[src/rtl/vga_pkg.sv]
// Shared definitions for the VGA raster path.
// Holds the default 640x480@60 timing constants, the RGB444 colour record
// and one pixel-word decoder per supported frame-buffer depth.
package vga_pkg;

   localparam int VGA_H_ACTIVE = 640;
   localparam int VGA_H_FP     = 16;
   localparam int VGA_H_SYNC   = 96;
   localparam int VGA_H_BP     = 48;
   localparam int VGA_V_ACTIVE = 480;
   localparam int VGA_V_FP     = 10;
   localparam int VGA_V_SYNC   = 2;
   localparam int VGA_V_BP     = 33;

   typedef struct packed {
      logic [3:0] r;
      logic [3:0] g;
      logic [3:0] b;
   } rgb444_t;

   // RGB332 -> RGB444: replicate the top bits of each field into the LSBs
   function automatic rgb444_t decode_rgb332(input logic [7:0] p);
      rgb444_t c;
      c.r = {p[7:5], p[7]};
      c.g = {p[4:2], p[4]};
      c.b = {p[1:0], p[1:0]};
      return c;
   endfunction

   // RGB444 words map straight onto the output fields
   function automatic rgb444_t decode_rgb444(input logic [11:0] p);
      rgb444_t c;
      c.r = p[11:8];
      c.g = p[7:4];
      c.b = p[3:0];
      return c;
   endfunction

endpackage

[src/rtl/vga_timing_gen.sv]
// Horizontal/vertical raster counters for the VGA scan.
// Ports:
//   pxclk, rst_n (sync, active-low), en (low holds counters at 0)
//   h_cnt, v_cnt : current raster position
//   active       : position lies in the visible area
//   hsync, vsync : raw sync windows, active-high, undelayed
//   wrap         : last position of the frame; counters return to (0,0) next
module vga_timing_gen
   import vga_pkg::*;
#(
   parameter int H_ACTIVE = VGA_H_ACTIVE,
   parameter int H_FP     = VGA_H_FP,
   parameter int H_SYNC   = VGA_H_SYNC,
   parameter int H_BP     = VGA_H_BP,
   parameter int V_ACTIVE = VGA_V_ACTIVE,
   parameter int V_FP     = VGA_V_FP,
   parameter int V_SYNC   = VGA_V_SYNC,
   parameter int V_BP     = VGA_V_BP,
   localparam int H_TOTAL = H_ACTIVE + H_FP + H_SYNC + H_BP,
   localparam int V_TOTAL = V_ACTIVE + V_FP + V_SYNC + V_BP,
   localparam int H_W     = $clog2(H_TOTAL),
   localparam int V_W     = $clog2(V_TOTAL)
) (
   input  logic           pxclk,
   input  logic           rst_n,
   input  logic           en,
   output logic [H_W-1:0] h_cnt,
   output logic [V_W-1:0] v_cnt,
   output logic           active,
   output logic           hsync,
   output logic           vsync,
   output logic           wrap
);

   localparam logic [H_W-1:0] H_LAST   = H_W'(H_TOTAL - 1);
   localparam logic [V_W-1:0] V_LAST   = V_W'(V_TOTAL - 1);
   localparam logic [H_W-1:0] H_ACT_C  = H_W'(H_ACTIVE);
   localparam logic [V_W-1:0] V_ACT_C  = V_W'(V_ACTIVE);
   localparam logic [H_W-1:0] HS_START = H_W'(H_ACTIVE + H_FP);
   localparam logic [H_W-1:0] HS_END   = H_W'(H_ACTIVE + H_FP + H_SYNC);
   localparam logic [V_W-1:0] VS_START = V_W'(V_ACTIVE + V_FP);
   localparam logic [V_W-1:0] VS_END   = V_W'(V_ACTIVE + V_FP + V_SYNC);

   // raster position counters
   always_ff @(posedge pxclk) begin
      if (!rst_n || !en) begin
         h_cnt <= {H_W{1'b0}};
         v_cnt <= {V_W{1'b0}};
      end else if (h_cnt == H_LAST) begin
         h_cnt <= {H_W{1'b0}};
         v_cnt <= (v_cnt == V_LAST) ? {V_W{1'b0}} : v_cnt + V_W'(1);
      end else begin
         h_cnt <= h_cnt + H_W'(1);
         v_cnt <= v_cnt;
      end
   end

   // region decode of the current position
   always_comb begin
      active = (h_cnt < H_ACT_C) && (v_cnt < V_ACT_C);
      hsync  = (h_cnt >= HS_START) && (h_cnt < HS_END);
      vsync  = (v_cnt >= VS_START) && (v_cnt < VS_END);
      wrap   = (h_cnt == H_LAST) && (v_cnt == V_LAST);
   end

endmodule

[src/rtl/vga_scan_ctrl.sv]
// VGA raster generator driving a registered-read frame buffer.
// Optional feature macro: VGA_FRAME_IRQ_EN (frame_irq on entry to vblank).
// Ports:
//   pxclk, rst_n (sync, active-low), en (scan enable, low flushes the scan)
//   px_addr       : pixel index to the frame buffer
//   px_data       : pixel word, valid one pxclk after px_addr
//   vga_r/g/b     : registered RGB444 colour, zero while blanked
//   hsync, vsync  : registered syncs, polarity set by SYNC_ACTIVE_HIGH
//   frame_start   : one-cycle pulse with output pixel (0,0)
//   frame_irq     : sticky vblank flag, cleared by irq_clr
// Output latency is two pxclk from the counter position.
module vga_scan_ctrl
   import vga_pkg::*;
#(
   parameter int H_ACTIVE         = VGA_H_ACTIVE,
   parameter int H_FP             = VGA_H_FP,
   parameter int H_SYNC           = VGA_H_SYNC,
   parameter int H_BP             = VGA_H_BP,
   parameter int V_ACTIVE         = VGA_V_ACTIVE,
   parameter int V_FP             = VGA_V_FP,
   parameter int V_SYNC           = VGA_V_SYNC,
   parameter int V_BP             = VGA_V_BP,
   parameter int PIXEL_DEPTH      = 8,
   parameter int SYNC_ACTIVE_HIGH = 0,
   localparam int A_W             = $clog2(H_ACTIVE * V_ACTIVE)
) (
   input  logic                   pxclk,
   input  logic                   rst_n,
   input  logic                   en,
   output logic [A_W-1:0]         px_addr,
   input  logic [PIXEL_DEPTH-1:0] px_data,
   output logic [3:0]             vga_r,
   output logic [3:0]             vga_g,
   output logic [3:0]             vga_b,
   output logic                   hsync,
   output logic                   vsync,
   output logic                   frame_start,
   output logic                   frame_irq,
   input  logic                   irq_clr
);

   localparam int   H_W      = $clog2(H_ACTIVE + H_FP + H_SYNC + H_BP);
   localparam int   V_W      = $clog2(V_ACTIVE + V_FP + V_SYNC + V_BP);
   // deasserted sync level; the delayed active-high sync is XORed with it
   localparam logic SYNC_INV = (SYNC_ACTIVE_HIGH == 0) ? 1'b1 : 1'b0;

   logic [H_W-1:0] h_cnt_s;
   logic [V_W-1:0] v_cnt_s;
   logic           active_s, hs_s, vs_s, wrap_s;
   logic           last_px_s, fs_mark_s;
   logic [A_W-1:0] addr_r;
   logic           act_d1_r, hs_d1_r, vs_d1_r, fs_d1_r;
   rgb444_t        pix_s;

   vga_timing_gen #(
      .H_ACTIVE (H_ACTIVE), .H_FP (H_FP), .H_SYNC (H_SYNC), .H_BP (H_BP),
      .V_ACTIVE (V_ACTIVE), .V_FP (V_FP), .V_SYNC (V_SYNC), .V_BP (V_BP)
   ) u_timing (
      .pxclk  (pxclk),
      .rst_n  (rst_n),
      .en     (en),
      .h_cnt  (h_cnt_s),
      .v_cnt  (v_cnt_s),
      .active (active_s),
      .hsync  (hs_s),
      .vsync  (vs_s),
      .wrap   (wrap_s)
   );

   // position markers used by the address counter and pipeline
   always_comb begin
      last_px_s = (h_cnt_s == H_W'(H_ACTIVE - 1)) && (v_cnt_s == V_W'(V_ACTIVE - 1));
      fs_mark_s = (h_cnt_s == {H_W{1'b0}}) && (v_cnt_s == {V_W{1'b0}});
   end

   // running pixel address; the final visible pixel does not advance it,
   // so the address parks on the last index through vertical blanking
   always_ff @(posedge pxclk) begin
      if (!rst_n || !en) begin
         addr_r <= {A_W{1'b0}};
      end else if (wrap_s) begin
         addr_r <= {A_W{1'b0}};
      end else if (active_s && !last_px_s) begin
         addr_r <= addr_r + A_W'(1);
      end else begin
         addr_r <= addr_r;
      end
   end

   assign px_addr = addr_r;

   // first delay stage, in step with px_data returning from the RAM
   always_ff @(posedge pxclk) begin
      if (!rst_n || !en) begin
         act_d1_r <= 1'b0;
         hs_d1_r  <= 1'b0;
         vs_d1_r  <= 1'b0;
         fs_d1_r  <= 1'b0;
      end else begin
         act_d1_r <= active_s;
         hs_d1_r  <= hs_s;
         vs_d1_r  <= vs_s;
         fs_d1_r  <= fs_mark_s;
      end
   end

   generate
      if (PIXEL_DEPTH == 8) begin : g_rgb332
         // RGB332 pixel decode
         always_comb begin
            pix_s = decode_rgb332(px_data[7:0]);
         end
      end else if (PIXEL_DEPTH == 12) begin : g_rgb444
         // RGB444 pixel decode
         always_comb begin
            pix_s = decode_rgb444(px_data[11:0]);
         end
      end else begin : g_bad_depth
         $error("vga_scan_ctrl: PIXEL_DEPTH must be 8 or 12");
         // constant drive for the unsupported configuration
         always_comb begin
            pix_s = rgb444_t'(12'h000);
         end
      end
   endgenerate

   // output stage: colour blanked by the delayed active flag, syncs polarised
   always_ff @(posedge pxclk) begin
      if (!rst_n || !en) begin
         vga_r       <= 4'h0;
         vga_g       <= 4'h0;
         vga_b       <= 4'h0;
         hsync       <= SYNC_INV;
         vsync       <= SYNC_INV;
         frame_start <= 1'b0;
      end else begin
         vga_r       <= act_d1_r ? pix_s.r : 4'h0;
         vga_g       <= act_d1_r ? pix_s.g : 4'h0;
         vga_b       <= act_d1_r ? pix_s.b : 4'h0;
         hsync       <= hs_d1_r ^ SYNC_INV;
         vsync       <= vs_d1_r ^ SYNC_INV;
         frame_start <= fs_d1_r;
      end
   end

`ifdef VGA_FRAME_IRQ_EN
   logic irq_mark_s, irq_d1_r, frame_irq_r;

   // (0, V_ACTIVE) marks entry to vertical blanking
   always_comb begin
      irq_mark_s = (h_cnt_s == {H_W{1'b0}}) && (v_cnt_s == V_W'(V_ACTIVE));
   end

   // vblank marker delayed to meet the output stage
   always_ff @(posedge pxclk) begin
      if (!rst_n || !en) begin
         irq_d1_r <= 1'b0;
      end else begin
         irq_d1_r <= irq_mark_s;
      end
   end

   // sticky flag; a set in the same cycle as a clear wins
   always_ff @(posedge pxclk) begin
      if (!rst_n) begin
         frame_irq_r <= 1'b0;
      end else if (irq_d1_r) begin
         frame_irq_r <= 1'b1;
      end else if (irq_clr) begin
         frame_irq_r <= 1'b0;
      end else begin
         frame_irq_r <= frame_irq_r;
      end
   end

   assign frame_irq = frame_irq_r;
`else
   logic unused_irq_clr;
   assign unused_irq_clr = irq_clr;
   assign frame_irq      = 1'b0;
`endif

endmodule

[config.mk]
export PLATFORM = sky130hd
export DESIGN_NAME = vga_scan_ctrl
export DESIGN_NICKNAME = d
export VERILOG_FILES = /design/src/rtl/vga_pkg.sv /design/src/rtl/vga_timing_gen.sv /design/src/rtl/vga_scan_ctrl.sv
export SDC_FILE = /design/constraint.sdc
export NUM_CORES = 1
export LEC_CHECK = 0
export ABC_AREA = 1
export BUFFER_PORTS_ARGS = -buffer_cell sky130_fd_sc_hd__buf_4
export CAP_MARGIN = 20
export CORE_AREA = 2 2 81 76
export DETAILED_ROUTE_END_ITERATION = 7
export DIE_AREA = 0 0 83 78
export GPL_TIMING_DRIVEN = 0
export HOLD_SLACK_MARGIN = 0.08
export PLACE_DENSITY = 0.84
export SETUP_SLACK_MARGIN = 0.05
export SYNTH_ARGS = -nofsm -noshare
export SYNTH_HDL_FRONTEND = slang
export SYNTH_SLANG_ARGS = --single-unit
[constraint.sdc]
create_clock -name pxclk -period 1.5 [get_ports pxclk]
set_input_delay 0.3 -clock pxclk [delete_from_list [all_inputs] [get_ports pxclk]]
set_output_delay 0.3 -clock pxclk [all_outputs]
set_load 0.02 [all_outputs]
* Word-level counts from Yosys, hierarchy flattened
Index checks and enable logic that the tools add are counted. Widths: inputs -> output; s select.
Storage, ports and cells: bits in registers 58, bits of input ports 12, output and inout port bits 35, word-level logic and storage cells 46
Cells by class: $add $sub $neg 3, order comparisons 6, equality and inequality tests 4, muxes and demuxes 1, bitwise operators 3, reductions and logical operators 16
Operator list (count):
- $eq 10x10->1 const B | 3
- $add 10x1->10 const B | 2
- $logic_not 10->1 | 2
- $lt 10x10->1 const B | 2
- $lt 10x9->1 const B | 2
- $add 19x1->19 const B | 1
- $eq 10x9->1 const B | 1
- $ge 10x10->1 const B | 1
- $ge 10x9->1 const B | 1
- $mux 10 | 1
- $logic_and 1x1->1 | 7
- $reduce_or 2->1 | 3
- $logic_not 1->1 | 3
- $not 1->1 | 3
- $logic_or 1x1->1 | 1

* Logic depth before layout (Yosys ltp)
Gate-level depths: netlist (run 1).
depth in word-level cells 4, depth in mapped cells 10, gate-level depth less buffers 10

* Modules after synthesis
A second synthesis (run 1) with hierarchy kept.
Second synthesis, totals: cell total of the unflattened synthesis 435, area total of the unflattened synthesis 2941.6 um^2
By module, submodules not included:
- vga_scan_ctrl | instances 1, cells each 262, area each 1785.5 um^2, sequential area each 680.7 um^2
- vga_timing_gen | instances 1, cells each 173, area each 1156.1 um^2, sequential area each 400.4 um^2

* Worst setup path before layout (run 1)
Ideal clock, no wire load.
path kind register to register, start point reg addr_r[0] (netlist: px_addr[0]), end point reg addr_r[18] (netlist: px_addr[18]), setup time 0.115 ns, arrival 1.365 ns, slack 0.020 ns, stages on the path, launching flop included 9, path buffers 0, path through dfxtp_1 -> ha_1 -> inv_1 -> nor2_1 -> nand3_1 -> nor3_1 -> nand3_1 -> nand2_1 -> nor2_1
On the way: word-level cells in the longest chain between the ends 1
RTL lines:
- start, declared | line vga_scan_ctrl.sv:51 | logic [A_W-1:0] addr_r;
- start signal, assigned | line vga_scan_ctrl.sv:80 | addr_r <= {A_W{1'b0}};
- start signal, assigned | line vga_scan_ctrl.sv:82 | addr_r <= {A_W{1'b0}};
- start signal, assigned | line vga_scan_ctrl.sv:84 | addr_r <= addr_r + A_W'(1);
- $add 19x1->19 | line vga_scan_ctrl.sv:84
No other way between the ends. A chain may end at the register's enable or synchronous reset.

* Final worst setup path (run 1)
start point reg u_timing.v_cnt[0], end point reg u_timing.v_cnt[8]
On the way: word-level cells in the longest chain between the ends 2, elaborated cells on any way between the ends 3, those cells by class add/sub: 1; eq/ne: 1; mux: 1
RTL lines:
- start, declared | line vga_timing_gen.sv:28 | output logic [V_W-1:0] v_cnt,
- start signal, assigned | line vga_timing_gen.sv:48 | v_cnt <= {V_W{1'b0}};
- start signal, assigned | line vga_timing_gen.sv:51 | v_cnt <= (v_cnt == V_LAST) ? {V_W{1'b0}} : v_cnt + V_W'(1);
- start signal, assigned | line vga_timing_gen.sv:54 | v_cnt <= v_cnt;
- $add 10x1->10 or $eq 10x10->1 (tied branches) | line vga_timing_gen.sv:51
- $mux 10 * | line vga_timing_gen.sv:51
Every way passes the cells marked *; elsewhere a longest branch is shown, timed or not.

==> impl_metrics.env, run 1 <==
export IMPL_status="finished with violations"
export IMPL_violations="setup timing"
export IMPL_dieArea_sq_um=6470
export IMPL_finalClockSkew_ns=0.00968
export IMPL_clkLatencyLatePin_ns=0.32
export IMPL_finalPower_w=0.00293
export IMPL_drt_wirelength_per_cell_um=19.6
export IMPL_final_cells=548
export IMPL_reg2regPathDepth=9
export IMPL_synth_top_area_frac=0.397
export IMPL_leakagePower_nw=1.65
export IMPL_dp_hpwl_um=4540
export IMPL_endpoint_kind="register"
export IMPL_pwr_share_seq=0.500
export IMPL_finalWeightedCongestion=0.906
export IMPL_synthFlopType="dfxtp_1"
export IMPL_antenna_found_initial=0
export IMPL_fin_nets=494
export IMPL_port_buffers=44
export IMPL_swShare=0.235
export IMPL_multiInputGateArea_sq_um=1690
export IMPL_yosysMostFrequentCell="nand2_1"
export IMPL_hold_slack_ns=0.197
export IMPL_cts_path_max_buffers=2
export IMPL_cp_required_ns=1.75
export IMPL_n_fill_cell=334
export IMPL_cap_violations=0
export IMPL_grt_setup_unrepaired="yes"
export IMPL_async_flop_share=0
export IMPL_root_buffer="clkbuf_8"
export IMPL_antenna_cells=0
export IMPL_pre_cts_slack_ns=-0.169
export IMPL_hold_class="in -> reg"
export IMPL_cts_inserted_buffers=5
export IMPL_cellPowerDensity_nw_per_um2=723
export IMPL_worstSetupPathType="reg -> reg"
export IMPL_fin_ws_ns=-0.258
export IMPL_netlist_area_sq_um=2720
export IMPL_routed_wl_um=10800
export IMPL_grt_pass1_vias=2771
export IMPL_die_y_um=78
export IMPL_io_pins=47
export IMPL_yosysUniqueCellTypes=33
export IMPL_yosys_top_cells_count="nand2_1, nor2_1, dfxtp_1"
export IMPL_hold_path_cell_count=3
export IMPL_period_minus_slack_ns=1.76
export IMPL_first_iter_violations=648
export IMPL_h_tree_depth=2
export IMPL_fmax_mhz=569
export IMPL_dp_cells=505
export IMPL_drive_above_1_share=0.435
export IMPL_synth_area_per_cell_sq_um=6.97
export IMPL_drcViolationCount=0
export IMPL_min_period_over_period=1.17
export IMPL_yosys_area_top_type="dfxtp_1"
export IMPL_finalSetupViolCount=24
export IMPL_switching_power_w=0.000687
export IMPL_yosysWarnings=0
export IMPL_ant_nets=0
export IMPL_p_comb_frac=0.090
export IMPL_crit_fanout=4
export IMPL_start_util=0.490
export IMPL_grt_first_pass_wirelength_um=12900
export IMPL_syn_num_nets=408
export IMPL_hold_viol=0
export IMPL_synth_cells=391
export IMPL_grt_util_all_layers=0.243
export IMPL_ff_latch_area_sq_um=1140
export IMPL_intPower_w=0.00224
export IMPL_slew_violations=0
export IMPL_tns_ns=-1.62
export IMPL_netlist_top_cells_area="dfxtp_1, nand2_1, nor2_1"
export IMPL_routed_via_density=6.17
export IMPL_vdd_ir_drop_worst_mv=0.487
export IMPL_clk_pin_slew_ns=0.11
export IMPL_clkPwrFrac=0.411
export IMPL_vias=3381
export IMPL_start_kind="register"
export IMPL_arrival_ns=2.01
export IMPL_grt_overflow_total=0
export IMPL_rows=26
export IMPL_cts_sinks=54
export IMPL_cts_tree="done"
export IMPL_drtPass1Iterations=6
export IMPL_ys_ff_latch=54
export IMPL_synth_edf_count=0
export IMPL_die_x_um=83
export IMPL_synth_seq_area_share=0.397
export IMPL_grt_max_degree=18
export IMPL_syn2layout_area_growth_pct=48.6
export IMPL_coreArea_sq_um=5560
path summary, 6_finish.rpt:
| path | slack (ns) | from | end |
|---|---|---|---|
| hold / removal | 0.20 | px_data[7] | vga_r[0] |
| setup / recovery | -0.26 | u_timing.v_cnt[0] | u_timing.v_cnt[8] |
| setup reg to reg | -0.26 | u_timing.v_cnt[0] | u_timing.v_cnt[8] |
| hold reg to reg | 0.39 | hs_d1_r | hsync |
routing by layer:
metal / vias up / GRT usage / wire length (um)
li1: 1411 / - / -
met2: 365 / 0.420 / 4870
met3: 100 / 0.0500 / 1320
met1: 1505 / 0.290 / 3850
met5: - / 0 / 0
met4: 0 / 0.111 / 713
critical path: stages, from the launching register on:
cell and delay (ns):
dfxtp_4 0.41, ha_4 0.15, inv_4 0.05, nor2_4 0.14, buf_4 0.14, buf_4 0.12, nand2_1 0.07, xor2_1 0.33
nand2_1 0.13, a21oi_1 0.14
layout make-up:
class	instances	share of cell area
sequential	54	0.281
multi-input combinational	278	0.418
buffer	10	0.0263
tap	70	0.0216
clock inverter	3	0.0170
clock buffer	5	0.0170
inverter	49	0.0529
timing repair buffer	79	0.166
layout by cell type (no fill, tap or decap), drive strengths merged:
| master | Yosys | layout |
|---|---|---|
| a21oi | 23 | 23 |
| a31oi | 2 | 2 |
| buf | 10 | 88 |
| bufinv | 0 | 2 |
| clkbuf | 0 | 6 |
| clkinv | 2 | 3 |
| conb | 1 | 1 |
| dfxtp | 54 | 54 |
| ha | 5 | 5 |
| inv | 47 | 47 |
| nand2 | 106 | 106 |
| nand3 | 24 | 24 |
| nand3b | 1 | 1 |
| nand4 | 8 | 8 |
| nor2 | 69 | 69 |
| nor3 | 9 | 9 |
| nor3b | 1 | 1 |
| nor4 | 3 | 3 |
| o21ai | 11 | 11 |
| o22ai | 1 | 1 |
| or2 | 2 | 2 |
| xnor2 | 6 | 6 |
| xor2 | 6 | 6 |
registers in the layout, summed over array words and instances, names as in the netlist, 2 cells and up:
register        flops
px_addr            19
u_timing.h_cnt     10
u_timing.v_cnt     10
vga_b               2
vga_g               3
vga_r               3
per-stage QoR:
stage	util	area [sq um]
after global placement	0.566	3150
final	0.727	4050
after CTS	0.656	3650
after floorplan	-	2730
after global routing	0.727	4050
after detailed placement	0.566	3150
what timing repair did:
action,CTS,global route
gates resized for setup,56,86
setup buffers,17,14
pin swaps,14,30
gates cloned,2,2
hold buffers,0,0
endpoints found under the setup margin,38,37
cells by family (layout without fill, tap and decap cells):
| kind of cell | count (synthesis) | after routing | synth area share |
|---|---|---|---|
| XOR/XNOR | 12 | 12 | 0.0386 |
| AO/OA/AOI/OAI | 37 | 37 | 0.0763 |
| adder cells (fa/ha/maj) | 5 | 5 | 0.0230 |
| other | 1 | 1 | 0.00138 |
| AND/OR/NAND/NOR | 223 | 223 | 0.360 |
| flip-flops | 54 | 54 | 0.397 |
| buffers and inverters | 59 | 146 | 0.104 |
power by group through the flow:
stage	Sequential [W]	Clock (W)	Combinational (W)
after floorplan	0.00151	0	0.0000843
after CTS	0.00146	0.00117	0.000189
after detailed placement	0.00150	0	0.000158
after global placement	0.00150	0	0.000156
after global routing	0.00146	0.00124	0.000275
final	0.00146	0.00120	0.000263
Power figures use the tool's default switching activity.
==> run 2: changes to the inputs <==
--- a/config.mk
+++ b/config.mk
@@ -6,7 +6,7 @@
 export NUM_CORES = 1
 export LEC_CHECK = 0
 export ABC_AREA = 1
-export BUFFER_PORTS_ARGS = -buffer_cell sky130_fd_sc_hd__buf_4
+export BUFFER_PORTS_ARGS = -buffer_cell sky130_fd_sc_hd__buf_2
 export CAP_MARGIN = 20
 export CORE_AREA = 2 2 81 76
 export DETAILED_ROUTE_END_ITERATION = 7
==> impl_metrics.env, run 2 (same netlist as run 1, synthesis figures left out) <==
export IMPL_status="finished with violations"
export IMPL_violations="setup timing"
export IMPL_fin_ws_ns=-0.148
export IMPL_cts_path_max_buffers=2
export IMPL_clkPwrFrac=0.344
export IMPL_final_common_cell="nand2_1"
export IMPL_crit_path_cell_trace="buf_4 > nand3_1 > nor3_1 > o21ai_0 > nor3b_1"
export IMPL_finalWeightedCongestion=0.933
export IMPL_die_x_um=83
export IMPL_period_minus_slack_ns=1.65
export IMPL_grt_max_degree=19
export IMPL_pwr_share_seq=0.589
export IMPL_ant_nets=0
export IMPL_clkLatencyLatePin_ns=0.32
export IMPL_drt_wirelength_per_cell_um=14.6
export IMPL_n_fill_cell=405
export IMPL_min_period_over_period=1.10
export IMPL_largest_reg_flops=19
export IMPL_io_pins=47
export IMPL_fin_nets=484
export IMPL_cts_hold_buf=0
export IMPL_regToRegStartpoint="u_timing.h_cnt[0]"
export IMPL_cts_inserted_buffers=5
export IMPL_cts_tree="done"
export IMPL_p_comb_frac=0.067
export IMPL_grt_first_pass_wirelength_um=11800
export IMPL_start_util=0.490
export IMPL_vdd_ir_drop_worst_mv=0.524
export IMPL_drive_above_1_share=0.346
export IMPL_endpoint_kind="register"
export IMPL_rows=26
export IMPL_leakagePower_nw=1.52
export IMPL_clk_pin_slew_ns=0.11
export IMPL_routed_wl_um=7860
export IMPL_syn2layout_area_growth_pct=31.3
export IMPL_finalPower_w=0.00249
export IMPL_hold_start="px_data[3]"
export IMPL_first_iter_violations=428
export IMPL_crit_path_max_incr_delay_ns=0.44
export IMPL_root_buffer="clkbuf_8"
export IMPL_tightest_slew_ns=0.530
export IMPL_switching_power_w=0.000635
export IMPL_dp_hpwl_um=4400
export IMPL_cp_required_ns=1.71
export IMPL_coreArea_sq_um=5560
export IMPL_cp_slowest_cell="nor3_1"
export IMPL_dieArea_sq_um=6470
export IMPL_crit_fanout=4
export IMPL_h_tree_depth=2
export IMPL_drcViolationCount=0
export IMPL_cts_sinks=54
export IMPL_finalSetupViolCount=19
export IMPL_stdcell_area_sq_um=3580
export IMPL_antenna_cells=0
export IMPL_slew_violations=0
export IMPL_hold_viol=0
export IMPL_drtPass1Iterations=5
export IMPL_final_cell_mix="nand2_1, nor2_1, buf_2"
export IMPL_hold_path_cell_count=3
export IMPL_finalClockSkew_ns=0.0141
export IMPL_grt_util_all_layers=0.222
export IMPL_vias=2977
export IMPL_startpoint="u_timing.h_cnt[0]"
export IMPL_grt_pass1_vias=2649
export IMPL_grt_overflow_total=0
export IMPL_dpl_cell_area_sq_um=3040
export IMPL_reg2regPathDepth=5
export IMPL_port_buffers=44
export IMPL_start_kind="register"
export IMPL_antenna_found_initial=0
export IMPL_grt_setup_unrepaired="yes"
export IMPL_cap_violations=0
export IMPL_cellPowerDensity_nw_per_um2=695
export IMPL_worstSetupPathType="reg -> reg"
export IMPL_fmax_mhz=607
export IMPL_swShare=0.255
export IMPL_routed_via_density=5.53
export IMPL_die_y_um=78
export IMPL_slew_headroom=0.644
export IMPL_intPower_w=0.00185
export IMPL_arrival_ns=1.86
export IMPL_hold_class="in -> reg"
-- run 2: cell count changes in the layout (fill, tap and decap cells not counted), moves of 4 or more --
cell,delta
dfxtp_2,-9
inv_4,-4
buf_4,-52
nand2_1,+5
buf_2,+44
dfxtp_1,+14
dfxtp_4,-5
nor2_2,-6
nor2_1,+7
-- run 2: per-layer routing --
layer / part of all wire / up-vias / global-route usage
met5: 0 / - / 0
met4: 0.032 / 0 / 0.0836
met3: 0.081 / 33 / 0.0479
met2: 0.48 / 178 / 0.392
met1: 0.41 / 1387 / 0.264
li1: - / 1379 / -
-- run 2: critical path, delay by kind of cell (launching register included) --
kind                   cells  cell delay [ns]
AO/OA/AOI/OAI              1             0.17
buffers and inverters      1             0.13
flip-flops                 1             0.38
AND/OR/NAND/NOR            3             0.86
-- run 2: power by group through the flow --
stage | Combinational (W) | Clock (W) | Sequential (W)
after floorplan | 0.0000843 | 0 | 0.00151
after global placement | 0.000142 | 0 | 0.00150
after detailed placement | 0.000146 | 0 | 0.00150
after CTS | 0.000160 | 0.000869 | 0.00146
after global routing | 0.000182 | 0.000923 | 0.00147
final | 0.000167 | 0.000855 | 0.00146
-- run 2: worst paths after layout --
kind                                     endpoint  slack, ns
worst max-delay path            u_timing.h_cnt[7]      -0.15
worst min-delay path                     vga_g[2]       0.18
worst max register to register  u_timing.h_cnt[7]      -0.15
worst min register to register              vsync       0.39
-- run 2: through the flow --
step	setup slack, ns	TNS (ns)	util	std cells	hold slack (ns)
global route	-0.228	-2.87	0.643	538	0.175
floorplan	0.0502	0	-	391	0.352
CTS	-0.00236	-0.00325	0.612	530	0.180
global placement	-0.175	-3.51	0.546	505	0.353
finish	-0.148	-1.01	0.643	538	0.183
detailed placement	-0.205	-4.76	0.546	505	0.361
-- run 2: what timing repair did --
| item | 4_1_cts | 5_1_grt |
|---|---|---|
| resized for setup | 35 | 37 |
| pin swaps | 8 | 13 |
| buffers inserted | 15 | 8 |
| endpoints found under the setup margin | 38 | 33 |
| gates cloned | 2 | 0 |
-- run 2: layout make-up --
type / count / area [sq um] / area share
plain buffers: 10 / 103 / 0.0287
clock buffers: 5 / 68.8 / 0.0192
clock inverters: 3 / 25.0 / 0.00700
inverters: 49 / 193 / 0.0539
multi-input cells: 278 / 1530 / 0.427
flip-flops and latches: 54 / 1110 / 0.310
well taps: 70 / 87.6 / 0.0245
repair buffers: 69 / 464 / 0.130
